[src/rtl/clk_based_dtc.sv]
// clk_based_dtc: digital-to-time converter.
// Plays a queue of (level, width) symbols onto a single logic line. Each
// symbol holds its level for exactly max(width,1) clock cycles. Consecutive
// symbols follow each other with no gap cycles. When no symbol is active the
// line rests at IDLE_LEVEL.
module clk_based_dtc #(
    parameter int   WIDTH      = 21,
    parameter int   DEPTH      = 4,
    parameter logic IDLE_LEVEL = 1'b1
) (
    input  logic                     CLK,
    input  logic                     RST,
    input  logic                     enable,
    input  logic                     in_valid,
    output logic                     in_ready,
    input  logic                     in_level,
    input  logic [WIDTH-1:0]         in_width,
    output logic                     CAN_out,
    output logic                     busy,
    output logic                     sym_done,
    output logic [$clog2(DEPTH):0]   fifo_count
);

    // Pointer and occupancy widths. DEPTH is a power of two, so pointers
    // wrap naturally when they overflow.
    localparam int PW = $clog2(DEPTH);
    localparam int CW = PW + 1;

    typedef enum logic {
        S_IDLE = 1'b0,
        S_RUN  = 1'b1
    } state_t;

    // ------------------------------------------------------------------
    // Symbol FIFO storage and bookkeeping
    // ------------------------------------------------------------------
    logic [WIDTH:0]   fifo_mem [DEPTH];
    logic [PW-1:0]    wr_ptr_q, wr_ptr_d;
    logic [PW-1:0]    rd_ptr_q, rd_ptr_d;
    logic [CW-1:0]    count_q,  count_d;

    // ------------------------------------------------------------------
    // Symbol player state
    // ------------------------------------------------------------------
    state_t           state_q,    state_d;
    logic [WIDTH-1:0] counter_q,  counter_d;
    logic             can_out_q,  can_out_d;
    logic             busy_q,     busy_d;
    logic             sym_done_q, sym_done_d;

    // ------------------------------------------------------------------
    // Handshake and control decodes
    // ------------------------------------------------------------------
    logic             fifo_full;
    logic             fifo_empty;
    logic             push;
    logic             pop;
    logic             sym_last;
    logic [WIDTH:0]   head_entry;
    logic             head_level;
    logic [WIDTH-1:0] head_width;
    logic [WIDTH-1:0] load_value;

    // Occupancy flags come purely from the registered count, so in_ready has
    // no combinational dependence on the pop happening in the same cycle.
    always_comb begin
        fifo_full  = (count_q == CW'(DEPTH));
        fifo_empty = (count_q == '0);
    end

    // Head-of-queue decode and the counter reload value. A stored width of
    // zero is executed as a one-cycle symbol.
    always_comb begin
        head_entry = fifo_mem[rd_ptr_q];
        head_level = head_entry[WIDTH];
        head_width = head_entry[WIDTH-1:0];
        if (head_width == '0) begin
            load_value = '0;
        end else begin
            load_value = head_width - WIDTH'(1);
        end
    end

    // Push when the host offers and there is room. Pop either from IDLE or
    // on the final cycle of the running symbol, which gives seamless
    // back-to-back playback.
    always_comb begin
        sym_last = (state_q == S_RUN) && (counter_q == '0);
        push     = in_valid && !fifo_full;
        pop      = enable && !fifo_empty && ((state_q == S_IDLE) || sym_last);
    end

    // FIFO pointer and occupancy next-state.
    always_comb begin
        wr_ptr_d = wr_ptr_q;
        rd_ptr_d = rd_ptr_q;
        count_d  = count_q;
        if (push) begin
            wr_ptr_d = wr_ptr_q + PW'(1);
        end
        if (pop) begin
            rd_ptr_d = rd_ptr_q + PW'(1);
        end
        case ({push, pop})
            2'b10:   count_d = count_q + CW'(1);
            2'b01:   count_d = count_q - CW'(1);
            default: count_d = count_q;
        endcase
    end

    // FIFO storage write; contents need no reset because the pointers and
    // count define which entries are valid.
    always_ff @(posedge CLK) begin
        if (push) begin
            fifo_mem[wr_ptr_q] <= {in_level, in_width};
        end
    end

    // FIFO pointer and occupancy registers.
    always_ff @(posedge CLK or negedge RST) begin
        if (!RST) begin
            wr_ptr_q <= '0;
            rd_ptr_q <= '0;
            count_q  <= '0;
        end else begin
            wr_ptr_q <= wr_ptr_d;
            rd_ptr_q <= rd_ptr_d;
            count_q  <= count_d;
        end
    end

    // Player state register.
    always_ff @(posedge CLK or negedge RST) begin
        if (!RST) begin
            state_q <= S_IDLE;
        end else begin
            state_q <= state_d;
        end
    end

    // Player next-state: start on a pop from IDLE, leave RUN only when the
    // final cycle of a symbol has no successor ready to start.
    always_comb begin
        state_d = state_q;
        case (state_q)
            S_IDLE: begin
                if (pop) begin
                    state_d = S_RUN;
                end
            end
            S_RUN: begin
                if (sym_last && !pop) begin
                    state_d = S_IDLE;
                end
            end
            default: state_d = S_IDLE;
        endcase
    end

    // Player outputs: reload the counter and line level on a pop, count down
    // while a symbol runs, and return the line to idle when playback stops.
    always_comb begin
        counter_d  = counter_q;
        can_out_d  = can_out_q;
        sym_done_d = sym_last;
        busy_d     = (state_d == S_RUN);
        if (pop) begin
            counter_d = load_value;
            can_out_d = head_level;
        end else if (sym_last) begin
            counter_d = '0;
            can_out_d = IDLE_LEVEL;
        end else if ((state_q == S_RUN) && (counter_q != '0)) begin
            counter_d = counter_q - WIDTH'(1);
        end else if (state_q == S_IDLE) begin
            can_out_d = IDLE_LEVEL;
        end
    end

    // Player output registers; reset drops the line to idle immediately,
    // even in the middle of a symbol.
    always_ff @(posedge CLK or negedge RST) begin
        if (!RST) begin
            counter_q  <= '0;
            can_out_q  <= IDLE_LEVEL;
            busy_q     <= 1'b0;
            sym_done_q <= 1'b0;
        end else begin
            counter_q  <= counter_d;
            can_out_q  <= can_out_d;
            busy_q     <= busy_d;
            sym_done_q <= sym_done_d;
        end
    end

    // Output drive: everything registered except in_ready, which is a
    // decode of the registered count.
    always_comb begin
        in_ready   = !fifo_full;
        CAN_out    = can_out_q;
        busy       = busy_q;
        sym_done   = sym_done_q;
        fifo_count = count_q;
    end

endmodule

[config.mk]
export PLATFORM = sky130hd
export DESIGN_NAME = clk_based_dtc
export DESIGN_NICKNAME = d
export VERILOG_FILES = /design/src/rtl/clk_based_dtc.sv
export SDC_FILE = /design/constraint.sdc
export NUM_CORES = 1
export LEC_CHECK = 0
export ABC_AREA = 1
export BUFFER_PORTS_ARGS = -buffer_cell sky130_fd_sc_hd__buf_2
export CORE_ASPECT_RATIO = 1.5
export CORE_MARGIN = 4
export CORE_UTILIZATION = 45
export CTS_CLUSTER_SIZE = 8
export DETAILED_ROUTE_END_ITERATION = 8
export GPL_TIMING_DRIVEN = 1
export HOLD_SLACK_MARGIN = 0.15
export PLACE_DENSITY = 0.59
export SETUP_SLACK_MARGIN = 0.4
export SLEW_MARGIN = 0
export SYNTH_ARGS = -nofsm -noshare
export SYNTH_HDL_FRONTEND = slang
export SYNTH_SLANG_ARGS = --single-unit
export TNS_END_PERCENT = 30
[constraint.sdc]
create_clock -name CLK -period 7.4 [get_ports CLK]
set_input_delay 0 -clock CLK [delete_from_list [all_inputs] [get_ports CLK]]
set_output_delay 0 -clock CLK [all_outputs]
set_load 0.02 [all_outputs]
# Word level (Yosys, flattened, before mapping)
# Memories as Yosys holds them, arrays and structs flattened.
# Index checks and enable logic that the tools add are counted.
[word_totals] reg_bits=31 ramBits=88 output_inout_bits=7 wordCells=51 mem_count=1
[memory_table] memory="fifo_mem" depth=4 word_bits=22 rd=1 rd_ports_with_merged_regs=0 wr=1 line="37" rtl="logic [WIDTH:0] fifo_mem [DEPTH];"
[classes] add_sub_neg=6 eq_ne=5 muxes=14 bitwise_logic=1 reduce_logical=17
[ops] operator="$mux W21" count=4
[ops] operator="$logic_not A21 Y1" count=2
[ops] operator="$sub A21 B1 Y21 const B" count=2
[ops] operator="$reduce_bool A21 Y1" count=1
[ops] operator="$mux W1" count=8
[ops] operator="$logic_and A1 B1 Y1" count=6
[ops] operator="$pmux W3 S2" count=1
[ops] operator="$add A2 B1 Y2 const B" count=2
[ops] operator="$add A3 B1 Y3 const B" count=1
[ops] operator="$eq A3 B3 Y1 const B" count=1
[ops] operator="$logic_not A1 Y1" count=3
[ops] operator="$logic_not A3 Y1" count=1
[ops] operator="$ne A3 B1 Y1 const B" count=1
[ops] operator="$ne A3 B3 Y1 const B" count=1
[ops] operator="$reduce_bool A3 Y1" count=1
[ops] operator="$sub A3 B1 Y3 const B" count=1
[ops] operator="$eq A2 B1 Y1 const B" count=1
[ops] operator="$eq A2 B2 Y1 const B" count=1
[ops] operator="$pmux W1 S2" count=1
[ops] operator="$reduce_and A2 Y1" count=1
[ops] operator="$reduce_bool A2 Y1" count=1
[ops] operator="$logic_or A1 B1 Y1" count=1
[ops] operator="$not A1 Y1" count=1

# Logic depth before layout (Yosys ltp)
# Gate-level depths: netlist of run 1.
[logic_depth] depth_word=8 mapped_depth=16 depth_no_buf=16

# Least setup slack after synthesis of run 1
# Ideal clock, no wire load.
[synth_path] kind="register to register" startpoint="reg counter_q[0]" endpoint="reg count_q[2] (netlist: fifo_count[2])" setup_time_ns=0.131 t_arrival_ns=2.374 t_required_ns=7.269 setup_slack_ns=4.895 stages_incl_launch_ff=17 path_cell_list="dfrtp_1 > inv_1 > ha_1 > inv_1 > nor2_2 > nand2_1 > inv_2 > nand3_1 > nand2_1 > nand2_2 > inv_1 > ha_1 > inv_1 > fa_1 > a21oi_1 > o21ai_0 > xnor2_1"
[synth_between] elab_chain_cells=6 word_cells_on_any_way=8 cone_classes="eq/ne: 2; mux: 1; reduce/logical: 5"
[synth_rtl] item="start, declared" line="46" rtl="logic [WIDTH-1:0] counter_q, counter_d;"
[synth_rtl] item="start signal, assigned" line="189" rtl="counter_q <= counter_d;"
[synth_rtl] item="$logic_not A21 Y1 *" line="88" rtl="sym_last = (state_q == S_RUN) && (counter_q == '0);"
[synth_rtl] item="$logic_and A1 B1 Y1 *" line="88"
[synth_rtl] item="$logic_or A1 B1 Y1 *" line="90" rtl="pop = enable && !fifo_empty && ((state_q == S_IDLE) || sym_last);"
[synth_rtl] item="$logic_and A1 B1 Y1 *" line="90"
[synth_rtl] item="via pop" line="57" rtl="logic pop;"
[synth_rtl] item="$eq A2 B1 Y1 / $eq A2 B2 Y1 (equally long branches)" line="104" rtl="case ({push, pop})"
[synth_rtl] item="$pmux W3 S2 / $reduce_bool A2 Y1 (equally long branches)"
[synth_rtl] item="end signal, assigned" line="128" rtl="count_q <= count_d;"
[synth_rtl] item="end, declared" line="40" rtl="logic [CW-1:0] count_q, count_d;"
# The timed path passes the listed nets; every way through them passes the cells marked *.
# A chain may end at the register's enable or synchronous reset.

# Final worst setup path of run 1
# Same ends and word-level chain as after synthesis.

==> summary.txt, run 1 <==
Placement
  – Cells after DPL: 803
  – DP HPWL: 8790 um
  – Placer congestion estimate: 0.886
  – Port bufs: 32
  – DP Area: 0.00621 mm2
  – Post-place setup slack: 4250 ps

Worst setup path
  – FF-to-FF path depth: 16
  – WP buf/inv: 5
  – CP Max Fanout: 14
  – Critical path arrival: 3480 ps
  – CP top delay family: simple AND/OR/NAND/NOR gates
  – Crit path to: fifo_count[2]
  – Reg-to-Reg End: fifo_count[2]
  – CP startpoint: counter_q[0]
  – Worst r2r src: counter_q[0]
  – CP endpoint kind: flip-flop
  – Slowest cell on crit path: nand2_1
  – Largest stage delay on the critical path: 410 ps
  – Reg-to-reg slack, setup: 4210 ps
  – Worst setup SP type: flip-flop
  – Most frequent CP cell: inv_1
  – Cells along the critical path: inv_1 > ha_1 > inv_1 > nor2_2 > nand2_1 > inv_2 > nand3_1 > nand2_1 > nand2_2 > inv_1 > ha_1 > inv_1 > fa_1 > a21oi_1 > o21ai_0 > xnor2_1
  – Worst path depth: 16
  – CP required: a little under 8000 ps
  – Critical path class: reg2reg

Die
  – CORE AREA: around 0.013 mm2
  – Die height: between 100 and 150 um
  – Initial Util: 45.8%
  – FP Rows: just over 50
  – Chip Width: 102 um
  – IO Pins: 33
  – DIE AREA: 0.0151 mm2

Timing
  – Final worst setup slack: 4210 ps
  – Endpoints failing hold: 0
  – Final Skew: around 16 ps
  – Fmax: 314 MHz
  – Hold_ws: 177 ps
  – Max Transition Viols Final: 0
  – Fin crit share: 43.1%
  – Rel. slew slack: 50.0%
  – Setup TNS: 0 ps
  – Post-layout min period: roughly 3200 ps
  – Setup-failing EPs final: 0
  – RSZ-0062 raised after global routing: no
  – Slew of the pin with the lowest slew margin: 749 ps

Clock tree
  – Num CTS Buffers: 17
  – Clk slew on worst S/H paths: 60 ps
  – Sink Count: ~120
  – CTS tree: built
  – Depth of the CTS H-tree: 4
  – CTS Root Cell: clkbuf_16
  – Clk Latency, worst-skew pair: 410 ps
  – Longest Clk Path Bufs: 2

Outcome
  – Status: completed

Synth
  – Synth Cell Area: a little under 0.006 mm2
  – Yosys cell types: 38
  – Seq/Total Area, Yosys: 57.6%
  – Prevailing post-synth register cell: edfxtp_1
  – YS warnings: 0
  – FF+latch count, synth: 119
  – Synthesized Nets: 657
  – Post-synth EDFFs: around 90
  – Area share of the largest cell type after synthesis: 44.5%
  – Mapped Cells: 623
  – Area contributors post-synth: edfxtp_1 (45%), dfrtp_1 (13%), nand2_1 (10%)
  – Avg Cell Area, Syn: 9.53 um2
  – Asr flop ratio synth: 26.1%
  – Synth area leader: edfxtp_1

Layout
  – Layout Cells excl Fill: 860
  – Fill count: between 1000 and 1500
  – Design Area, Final: 0.00705 mm2
  – Layout Nets: 722
  – Final Core Density: 54.4%
  – Area growth syn-to-layout: 18.8%
  – Layout cell share with drive strength beyond 1: 16.8%
  – Diodes inserted: 0

Power and ir drop
  – P_leak: roughly 2.9 nW
  – Total power draw: 1.95 mW
  – Cell Pwr Density: 277 mW/mm2
  – Max VDD drop: 0.161 mV

Drt
  – DRT iter0 DRCs: 223
  – Antenna Nets Post-Route: 0
  – TritonRoute pass-1 iters: 5
  – Total wire length: 12900 um
  – Wirelength per Cell: 15.0 um
  – Vias per inst: 5.10
  – Via total after detailed routing: around 4400
  – DRC Markers: 0

Job
  – Max cap viols: 0

Global routing
  – Grt total ovfl: 0
  – First-pass GRT wire length: around 22000 um
  – Initial antenna violation count: 0
  – Gr usage total: between 10% and 20%
  – Largest net degree at the start of global routing: 48
  – Vias in the first global route: about 4500

Worst hold path
  – Hold WC Path Type: in2async
[worst min-delay path by stage]
stage | start | end | depth (start not counted)
2_1_floorplan | RST | busy | 0
3_3_place_gp | RST | counter_q[5] | 1
3_5_place_dp | RST | counter_q[5] | 1
4_1_cts | RST | counter_q[5] | 2
5_1_grt | RST | counter_q[6] | 2
6_report | RST | counter_q[6] | 2
[power breakdown]
| part | switching [mW] | internal (mW) | leakage (nW) |
|---|---|---|---|
| clock network | 0.313 | 0.504 | 0.281 |
| registers | 0.0338 | 0.839 | 1.17 |
| logic | 0.179 | 0.0820 | 1.42 |
[cells in the mapped netlist, types with 2 or more instances]
master and instances:
nand2_1 158, edfxtp_1 88, nor2_1 72, nand3_1 68, inv_1 49, dfrtp_1 30
o21ai_0 19, a21oi_1 17, nand2_2 17, xor2_1 14, nor3_1 9, xnor2_1 9
a21oi_2 7, ha_1 7, nor2_2 6, buf_2 5, buf_6 5, inv_2 5
nand4_1 5, clkbuf_1 4, nand3b_1 4, o22ai_1 4, nor2_4 3, buf_4 2
nand2_4 2, o21a_1 2
[kinds of logic (layout without fill, tap and decap cells)]
| logic type | Yosys count | in the layout | share of synthesized area (%) |
|---|---|---|---|
| buffers and inverters | 72 | 150 | 5.88 |
| and+or+nand+nor | 345 | 345 | 25.6 |
| xor gates and xnor gates | 23 | 23 | 3.39 |
| DFF | 119 | 119 | 57.6 |
| adders and majority gates | 8 | 8 | 1.81 |
| AOI/OAI and AO/OA | 56 | 56 | 5.75 |
[per-layer routing]
metal	global-route usage, %	share of wire (%)	vias to the layer above
li1	-	-	2209
met1	21.1	40	2067
met2	33.9	55	85
met3	3.05	2.6	25
met4	8.58	2.5	0
met5	0	0	-
[worst reg2reg max path, stage by stage (launching register included)]
cell and delay, ps:
dfrtp_1 370, inv_1 120, ha_1 200, inv_1 70, nor2_2 130, nand2_1 120, inv_2 80, nand3_1 80
nand2_1 410, nand2_2 260, inv_1 210, ha_1 170, inv_1 60, fa_1 380, a21oi_1 150, o21ai_0 120
xnor2_1 140
[cell usage in the layout (no fill, tap or decap), types with 2 or more instances in the layout]
cell type	netlist	layout
a21oi_1	17	17
a21oi_2	7	7
buf_2	5	32
buf_4	2	7
bufinv_16	0	2
clkbuf_16	0	17
clkinvlp_4	0	3
dfrtp_1	30	30
dlygate4sd3_1	0	25
edfxtp_1	88	88
ha_1	7	7
inv_1	49	49
inv_2	5	5
inv_6	0	7
nand2_1	158	158
nand2_2	17	17
nand2_4	2	2
nand3_1	68	68
nand3b_1	4	4
nand4_1	5	5
nor2_1	72	68
nor2_2	6	10
nor2_4	3	3
nor3_1	9	9
o21a_1	2	2
o21ai_0	19	19
o22ai_1	4	4
xnor2_1	9	9
xor2_1	14	14
[cell type report]
| cell class | count | area, um2 | share of cell area [%] |
|---|---|---|---|
| clock buffers | 18 | 429 | 6.08 |
| clock inverters | 14 | 160 | 2.27 |
| inverters | 54 | 203 | 2.87 |
| multi-input cells | 432 | 2180 | 30.9 |
| flip-flops and latches | 119 | 3420 | 48.5 |
| well taps | 159 | 199 | 2.82 |
| repair buffers | 64 | 463 | 6.56 |
[what timing repair did]
item | 4_1_cts | 5_1_grt
endpoints found under the setup margin | 0 | 0
gates resized for setup | 0 | 0
setup buffers | 0 | 0
hold buffers | 25 | 0
hold endpoints to repair | 122 | 0
[flip-flops by register name, indices dropped and copies added, names as in the netlist]
signal and count:
busy 1, fifo_mem 88, counter_q 21, fifo_count 3
wr_ptr_q 2, sym_done 1, rd_ptr_q 2, CAN_out 1
No activity file was read; power rests on OpenSTA's default activity.
==> inputs of run 2 (changes only) <==
--- a/config.mk
+++ b/config.mk
@@ -5,7 +5,7 @@
 export SDC_FILE = /design/constraint.sdc
 export NUM_CORES = 1
 export LEC_CHECK = 0
-export ABC_AREA = 1
+export ABC_AREA = 0
 export BUFFER_PORTS_ARGS = -buffer_cell sky130_fd_sc_hd__buf_2
 export CORE_ASPECT_RATIO = 1.5
 export CORE_MARGIN = 4
==> constraint.sdc (replaced) <==
create_clock -name CLK -period 3.2 [get_ports CLK]
set_input_delay 0 -clock CLK [delete_from_list [all_inputs] [get_ports CLK]]
set_output_delay 0 -clock CLK [all_outputs]
set_load 0.02 [all_outputs]
==> run 2 against run 1 <==
Register-to-register slack lost 4000 ps. Final cell count decreased by 25%. Die area is 5.7% lower. First-iteration DRC count is 34% lower.
==> summary.txt, run 2 <==
Drt
  – Wirelength per Cell: 18.1 um (+20%)
  – Antenna Nets Post-Route: 0 (unchanged)
  – DRC Markers: 0 (unchanged)
  – Via total after detailed routing: 3548 (-19%)
  – DRT iter0 DRCs: 148 (-34%)
  – Total wire length: 11600 um (-9.9%)
  – TritonRoute pass-1 iters: 4 (-1)
  – Vias per inst: 5.52 (+8.2%)

Worst setup path
  – Cells along the critical path: buf_12 > mux4_2 > or4_4 > or4b_4 > nand4b_4 > a31oi_1 > o22ai_1
  – WP buf/inv: 1 (-4)
  – FF-to-FF path depth: 7 (-9)
  – CP endpoint kind: flip-flop
  – Largest stage delay on the critical path: 540 ps (+130 ps)
  – Reg-to-Reg End: counter_q[0]
  – CP Max Fanout: 7 (-7)
  – Reg-to-reg slack, setup: 240 ps (-3970 ps)
  – Critical path arrival: 3240 ps (-240 ps)
  – Critical path class: reg2reg
  – Slowest cell on crit path: or4b_4
  – Worst path depth: 7 (-9)
  – Worst r2r src: rd_ptr_q[0]
  – CP top delay family: simple AND/OR/NAND/NOR gates
  – Worst setup SP type: flip-flop
  – CP required: 3480 ps (-4210 ps)

Timing
  – Setup TNS: 0 ps (unchanged)
  – Max Transition Viols Final: 0 (unchanged)
  – Endpoints failing hold: 0 (unchanged)
  – Fin crit share: 92.4% (+49 points)
  – Post-layout min period: 2960 ps (-230 ps)
  – Rel. slew slack: 34.7% (-15 points)
  – Fmax: 338 MHz (+7.8%)
  – RSZ-0062 raised after global routing: yes
  – Slew of the pin with the lowest slew margin: 976 ps (+226 ps)
  – Final Skew: 6.87 ps (-9.01 ps)
  – Setup-failing EPs final: 0 (unchanged)
  – Final worst setup slack: 243 ps (-3970 ps)
  – Hold_ws: 190 ps (+13.1 ps)

Synth
  – Prevailing post-synth register cell: edfxtp_1
  – Synth Cell Area: 0.00558 mm2 (-6.1%)
  – FF+latch count, synth: 119 (unchanged)
  – Synth Area in XOR/XNOR: 4.56% (+1.2 points)
  – Post-synthesis mux area share: 10.7% (+11 points)
  – Synth top cells by count: edfxtp_1 (88), dfrtp_1 (30), nor2_1 (28), nand2_1 (19), xnor2_1 (18)
  – Post-Synth Adder-Cell Area: 1.93% (+0.12 points)
  – Area contributors post-synth: edfxtp_1 (47%), dfrtp_1 (13%), mux4_1 (6.1%)
  – Seq/Total Area, Yosys: 61.3% (+3.7 points)
  – Synth area leader: edfxtp_1
  – Asr flop ratio synth: 26.1% (unchanged)
  – Mapped Cells: 377 (-39%)
  – Yosys cell types: 54 (+42%)
  – Most frequent cell after synthesis: edfxtp_1
  – Post-synth EDFFs: 88 (unchanged)
  – Post-synthesis simple-gate area fraction: 10.4% (-15 points)
  – Synth Area in Compound Gates: 8.26% (+2.5 points)
  – Largest family of logic cells by synthesized area: multiplexers
  – Avg Cell Area, Syn: 14.8 um2 (+55%)
  – YS warnings: 0 (unchanged)
  – Area share of the largest cell type after synthesis: 47.4% (+2.9 points)
  – Synthesized Nets: 411 (-37%)

Layout
  – Number of flip-flops in the largest register: 88 (unchanged)
  – Layout Nets: 511 (-29%)
  – Final Core Density: 58.4% (+3.9 points)
  – Area growth syn-to-layout: 26.4%
  – Design Area, Final: 0.00705 mm2 (about the same)
  – Layout cell share with drive strength beyond 1: 29.4% (+13 points)
  – Most common cell after layout, fill and taps aside: edfxtp_1
  – Layout Cells excl Fill: 643 (-25%)
  – Biggest register: fifo_mem
  – Diodes inserted: 0 (unchanged)
  – Commonest non-fill, non-tap cells in the layout: edfxtp_1 (88), buf_2 (32), buf_4 (30), dfrtp_1 (29), nor2_1 (28)

Worst hold path
  – Hold WC Path Type: in2async

Clock tree
  – Depth of the CTS H-tree: 4 (unchanged)
  – Clk slew on worst S/H paths: 60 ps (about the same)
  – Clk Latency, worst-skew pair: 400 ps (about the same)
  – Sink Count: 119 (unchanged)
  – CTS Root Cell: clkbuf_16
  – Num CTS Buffers: 17 (unchanged)
  – CTS tree: built
  – Longest Clk Path Bufs: 2 (unchanged)

Outcome
  – Status: completed

Power and ir drop
  – Cell Pwr Density: 651 mW/mm2 (+140%)
  – Clock power frac: 41.8% (about the same)
  – Internal power: 3.42 mW (+140%)
  – Total power draw: 4.59 mW (+140%)
  – P_sw: 1.17 mW (+120%)
  – Sequential share of power: 44.0% (-0.7 points)
  – Max VDD drop: 0.516 mV (+220%)
  – P_leak: 2.60 nW (-9.6%)
  – Combinational Power Share: 14.2% (+0.8 points)
  – Switching part of the total: 25.5% (-1.5 points)

Placement
  – Placer congestion estimate: 0.886 (about the same)
  – DP Area: 0.00597 mm2 (-4.0%)
  – Post-place setup slack: 97.7 ps (-4150 ps)
  – Port bufs: 32 (unchanged)
  – DP HPWL: 7660 um (-13%)
  – Cells after DPL: 566 (-30%)

Job
  – Max cap viols: 0 (unchanged)

Die
  – Chip Width: 98.9 um (-2.9%)
  – Die height: 144 um (-2.9%)
  – Initial Util: 46.2% (+0.32 points)
  – CORE AREA: 0.0121 mm2 (-6.8%)
  – IO Pins: 33 (unchanged)
  – DIE AREA: 0.0143 mm2 (-5.7%)
  – FP Rows: 49 (-3.9%)

Global routing
  – Grt total ovfl: 0 (unchanged)
  – Gr usage total: 17.2% (-1.5 points)
  – Largest net degree at the start of global routing: 32 (-33%)
  – Vias in the first global route: 3674 (-18%)
  – First-pass GRT wire length: 18700 um (-13%)
  – Initial antenna violation count: 0 (unchanged)
## run 2: changes by cell type after synthesis, moves of 9 or more
cell and delta:
nor2_1 -44, nand2_1 -139, mux4_2 +9, nand2_2 -17, o21ai_2 +9, mux4_1 +13
xnor2_1 +9, nand3_1 -63, a22oi_1 +10, inv_1 -36
## run 2: cells by family (layout without fill, tap and decap cells)
group | after synthesis | after routing
flops | 119 | 119
compound gates | 64 | 64
xor+xnor | 29 | 29
simple gates | 106 | 107
buf+inv | 24 | 136
fa+ha+maj | 8 | 8
mux | 27 | 27
## run 2: metal layers
layer	vias to the layer above	wire (um)	GRT usage (%)
li1	1673	-	-
met1	1780	4590	18.9
met2	72	6430	31.7
met3	23	330	3.76
met4	0	306	7.84
met5	-	0	0
## run 2: repair_timing
item                                    CTS  global route
gates resized for setup                  10             6
pin swaps                                15             6
buffers inserted                         11             7
hold buffers                             25             0
endpoints found under the hold margin   123             0
endpoints found under the setup margin   22            23
cloned                                    1             1
## run 2: worst max-delay path by stage
stage / to / slack [ps] / from
2_1_floorplan: counter_q[12] / 380 / rd_ptr_q[0]
3_3_place_gp: counter_q[2] / 150 / rd_ptr_q[0]
3_5_place_dp: counter_q[2] / 100 / rd_ptr_q[0]
4_1_cts: counter_q[0] / 310 / rd_ptr_q[0]
5_1_grt: counter_q[5] / 180 / rd_ptr_q[0]
6_report: counter_q[0] / 240 / rd_ptr_q[0]
## run 2: power by group through the flow
stage,logic [mW],clock network [mW],registers (mW)
6_report,0.651,1.92,2.02
3_3_place_gp,0.597,0,2.04
5_1_grt,0.717,2.03,2.04
4_1_cts,0.650,1.94,2.02
3_5_place_dp,0.615,0,2.05
2_1_floorplan,0.366,0,2.05
## run 2: final cells by class
type	instances	area (um2)
clock inverters	13	173
repair buffers	91	721
flip-flops and latches	119	3420
clock buffers	19	433
well taps	153	191
multi-input cells	235	2060
fillers	940	5030
inverters	13	48.8
## run 2: worst reg2reg max path, cell delays in order (launching register included)
cell and delay (ps):
dfrtp_2 480, buf_12 140, mux4_2 520, or4_4 500
or4b_4 540, nand4b_4 300, a31oi_1 260, o22ai_1 90
==> inputs of run 3 (changes only) <==
--- a/config.mk
+++ b/config.mk
@@ -7,14 +7,16 @@
 export LEC_CHECK = 0
 export ABC_AREA = 0
 export BUFFER_PORTS_ARGS = -buffer_cell sky130_fd_sc_hd__buf_2
+export CELL_PAD_IN_SITES_DETAIL_PLACEMENT = 0
+export CELL_PAD_IN_SITES_GLOBAL_PLACEMENT = 2
 export CORE_ASPECT_RATIO = 1.5
 export CORE_MARGIN = 4
-export CORE_UTILIZATION = 45
+export CORE_UTILIZATION = 44
 export CTS_CLUSTER_SIZE = 8
 export DETAILED_ROUTE_END_ITERATION = 8
 export GPL_TIMING_DRIVEN = 1
 export HOLD_SLACK_MARGIN = 0.15
-export PLACE_DENSITY = 0.59
+export PLACE_DENSITY = 0.76
 export SETUP_SLACK_MARGIN = 0.4
 export SLEW_MARGIN = 0
 export SYNTH_ARGS = -nofsm -noshare
==> run 3 against run 2 <==
Clock power shrank 4%. Critical path type unchanged. Sequential share of layout area grew 0.24 points. Final cell count rose by 0.47%. Sequential power hardly changed. Critical path depth decreased by 1. Via count decreased by 3.0%. Maximum frequency is 3.3% higher. Global-route usage increased by 0.35 points. Critical endpoint is now counter_q[2].
==> summary.txt, run 3 (synthesis results as in run 2) <==
Drt
  – Antenna Nets Post-Route: 0 (unchanged)
  – TritonRoute pass-1 iters: 4 (unchanged)
  – Total wire length: 11800 um (+1.1%)
  – DRT iter0 DRCs: 150 (+1.4%)
  – Wirelength per Cell: 18.2 um (+0.60%)
  – DRC Markers: 0 (unchanged)
  – Via total after detailed routing: 3441 (-3.0%)
  – Vias per inst: 5.33 (-3.5%)

Power and ir drop
  – Internal power: 3.35 mW (-2.2%)
  – Max VDD drop: 0.640 mV (+24%)
  – P_leak: 2.59 nW (-0.31%)
  – Sequential share of power: 44.7% (+0.7 points)
  – P_sw: 1.18 mW (+0.47%)
  – Combinational Power Share: 14.7% (+0.5 points)
  – Total power draw: 4.52 mW (-1.5%)
  – Cell Pwr Density: 645 mW/mm2 (-1.0%)
  – Clock power frac: 40.6% (-1.2 points)
  – Switching part of the total: 26.0% (+0.52 points)

Layout
  – Biggest register: fifo_mem
  – Diodes inserted: 0 (unchanged)
  – Layout Nets: 512 (+0.20%)
  – Area growth syn-to-layout: 25.8%
  – Number of flip-flops in the largest register: 88 (unchanged)
  – Fill count: 1000 (+6.4%)
  – Commonest non-fill, non-tap cells in the layout: edfxtp_1 (88), buf_4 (33), buf_2 (32), dfrtp_1 (29), nor2_1 (28)
  – Design Area, Final: 0.00701 mm2 (-0.50%)
  – Layout cell share with drive strength beyond 1: 30.0% (+0.61 points)
  – Most common cell after layout, fill and taps aside: edfxtp_1

Worst setup path
  – WP buf/inv: 0 (-1)
  – Critical path class: reg2reg
  – CP startpoint: rd_ptr_q[0]
  – Cells along the critical path: mux4_2 > or4_4 > or4b_4 > nand4b_4 > nand2_8 > o31ai_1
  – Worst setup SP type: flip-flop
  – CP required: 3450 ps (-30 ps)
  – Critical path arrival: 3120 ps (-120 ps)
  – Largest stage delay on the critical path: 570 ps (+30 ps)
  – CP endpoint kind: flip-flop
  – CP top delay family: simple AND/OR/NAND/NOR gates
  – Slowest cell on crit path: or4b_4
  – CP Max Fanout: 16 (+9)
  – Worst r2r src: rd_ptr_q[0]

Placement
  – DP HPWL: 7930 um (+3.6%)
  – DP Area: 0.00599 mm2 (+0.44%)
  – Port bufs: 32 (unchanged)
  – Placer congestion estimate: 0.769 (-13%)

Die
  – CORE AREA: 0.0124 mm2 (+3.1%)
  – FP Rows: 50 (+2.0%)
  – Chip Width: 99.9 um (+1.0%)
  – DIE AREA: 0.0146 mm2 (+2.1%)
  – Initial Util: 44.8% (-1.4 points)
  – IO Pins: 33 (unchanged)
  – Die height: 146 um (+1.1%)

Clock tree
  – CTS Root Cell: clkbuf_16
  – Clk slew on worst S/H paths: 50 ps (about the same)
  – Num CTS Buffers: 17 (unchanged)
  – Longest Clk Path Bufs: 2 (unchanged)
  – Sink Count: 119 (unchanged)
  – Depth of the CTS H-tree: 4 (unchanged)
  – CTS tree: built
  – Clk Latency, worst-skew pair: 410 ps (about the same)

Timing
  – Fin crit share: 89.4% (-3.0 points)
  – Fmax: 349 MHz (+3.3%)
  – Setup-failing EPs final: 0 (unchanged)
  – Setup TNS: 0 ps (unchanged)
  – Endpoints failing hold: 0 (unchanged)
  – Slew of the pin with the lowest slew margin: 916 ps (-59.9 ps)
  – Rel. slew slack: 38.7% (+4.0 points)
  – RSZ-0062 raised after global routing: yes
  – Max Transition Viols Final: 0 (unchanged)
  – Final Skew: 8.43 ps (+1.56 ps)
  – Post-layout min period: 2860 ps (-94.9 ps)

Outcome
  – Status: completed

Global routing
  – Vias in the first global route: 3701 (+0.73%)
  – Grt total ovfl: 0 (unchanged)
  – Largest net degree at the start of global routing: 32 (unchanged)
  – Gr usage total: 17.6% (+0.35 points)
  – Initial antenna violation count: 0 (unchanged)
  – First-pass GRT wire length: 19500 um (+4.1%)

Job
  – Max cap viols: 0 (unchanged)

Worst hold path
  – Hold WC Path Type: in2async
-- run 3: final timing paths --
check                                  to  slack [ps]  depth (start not counted)
max                          counter_q[2]         340                          6
min                          counter_q[5]         190                          2
max reg2reg                  counter_q[2]         340                          6
min reg2reg                 counter_q[20]         500                          1
max in group asynchronous     rd_ptr_q[0]        2480                          2
min in group CLK           fifo_mem[3][4]         340                          2
-- run 3: final cells by class --
type                       instances  area [um2]  share of cell area (%)
sequential                       119        3420                    48.8
multi-input combinational        234        2050                    29.2
timing repair buffer              93         726                    10.3
clock buffer                      17         425                    6.06
tap                              156         195                    2.78
clock inverter                    14         153                    2.18
inverter                          13        48.8                   0.696
-- run 3: timing repair --
item / CTS / global route
resized for setup: 15 / 3
buffers inserted: 15 / 2
hold buffers: 25 / 0
gates cloned: 1 / 0
endpoints found under the setup margin: 22 / 23
endpoints found under the hold margin: 123 / 0
pin swaps: 8 / 2
-- run 3: metrics by stage --
| step | hold WS (ps) | std cells | worst slack (ps) | utilization [%] |
|---|---|---|---|---|
| 2_1_floorplan | -296 | 377 | 381 | - |
| 6_report | 193 | 646 | 338 | 56.3 |
| 4_1_cts | 215 | 644 | 319 | 56.1 |
| 3_3_place_gp | 112 | 572 | 122 | 48.1 |
| 3_5_place_dp | 114 | 572 | 45.9 | 48.1 |
| 5_1_grt | 276 | 646 | 191 | 56.3 |
-- run 3: routing by layer --
metal / vias to the layer above / track usage [%] / routed length, um
li1: 1677 / - / -
met1: 1695 / 20.8 / 4890
met2: 51 / 30.6 / 6400
met3: 18 / 3.60 / 232
met4: 0 / 7.52 / 252
met5: - / 0 / 0
-- run 3: power by group through the flow --
stage / Combinational, mW / Sequential, mW / Clock (mW)
floorplan: 0.366 / 2.05 / 0
global route: 0.730 / 2.05 / 1.95
finish: 0.663 / 2.02 / 1.84
CTS: 0.674 / 2.03 / 1.87
global placement: 0.604 / 2.04 / 0
detailed placement: 0.613 / 2.05 / 0
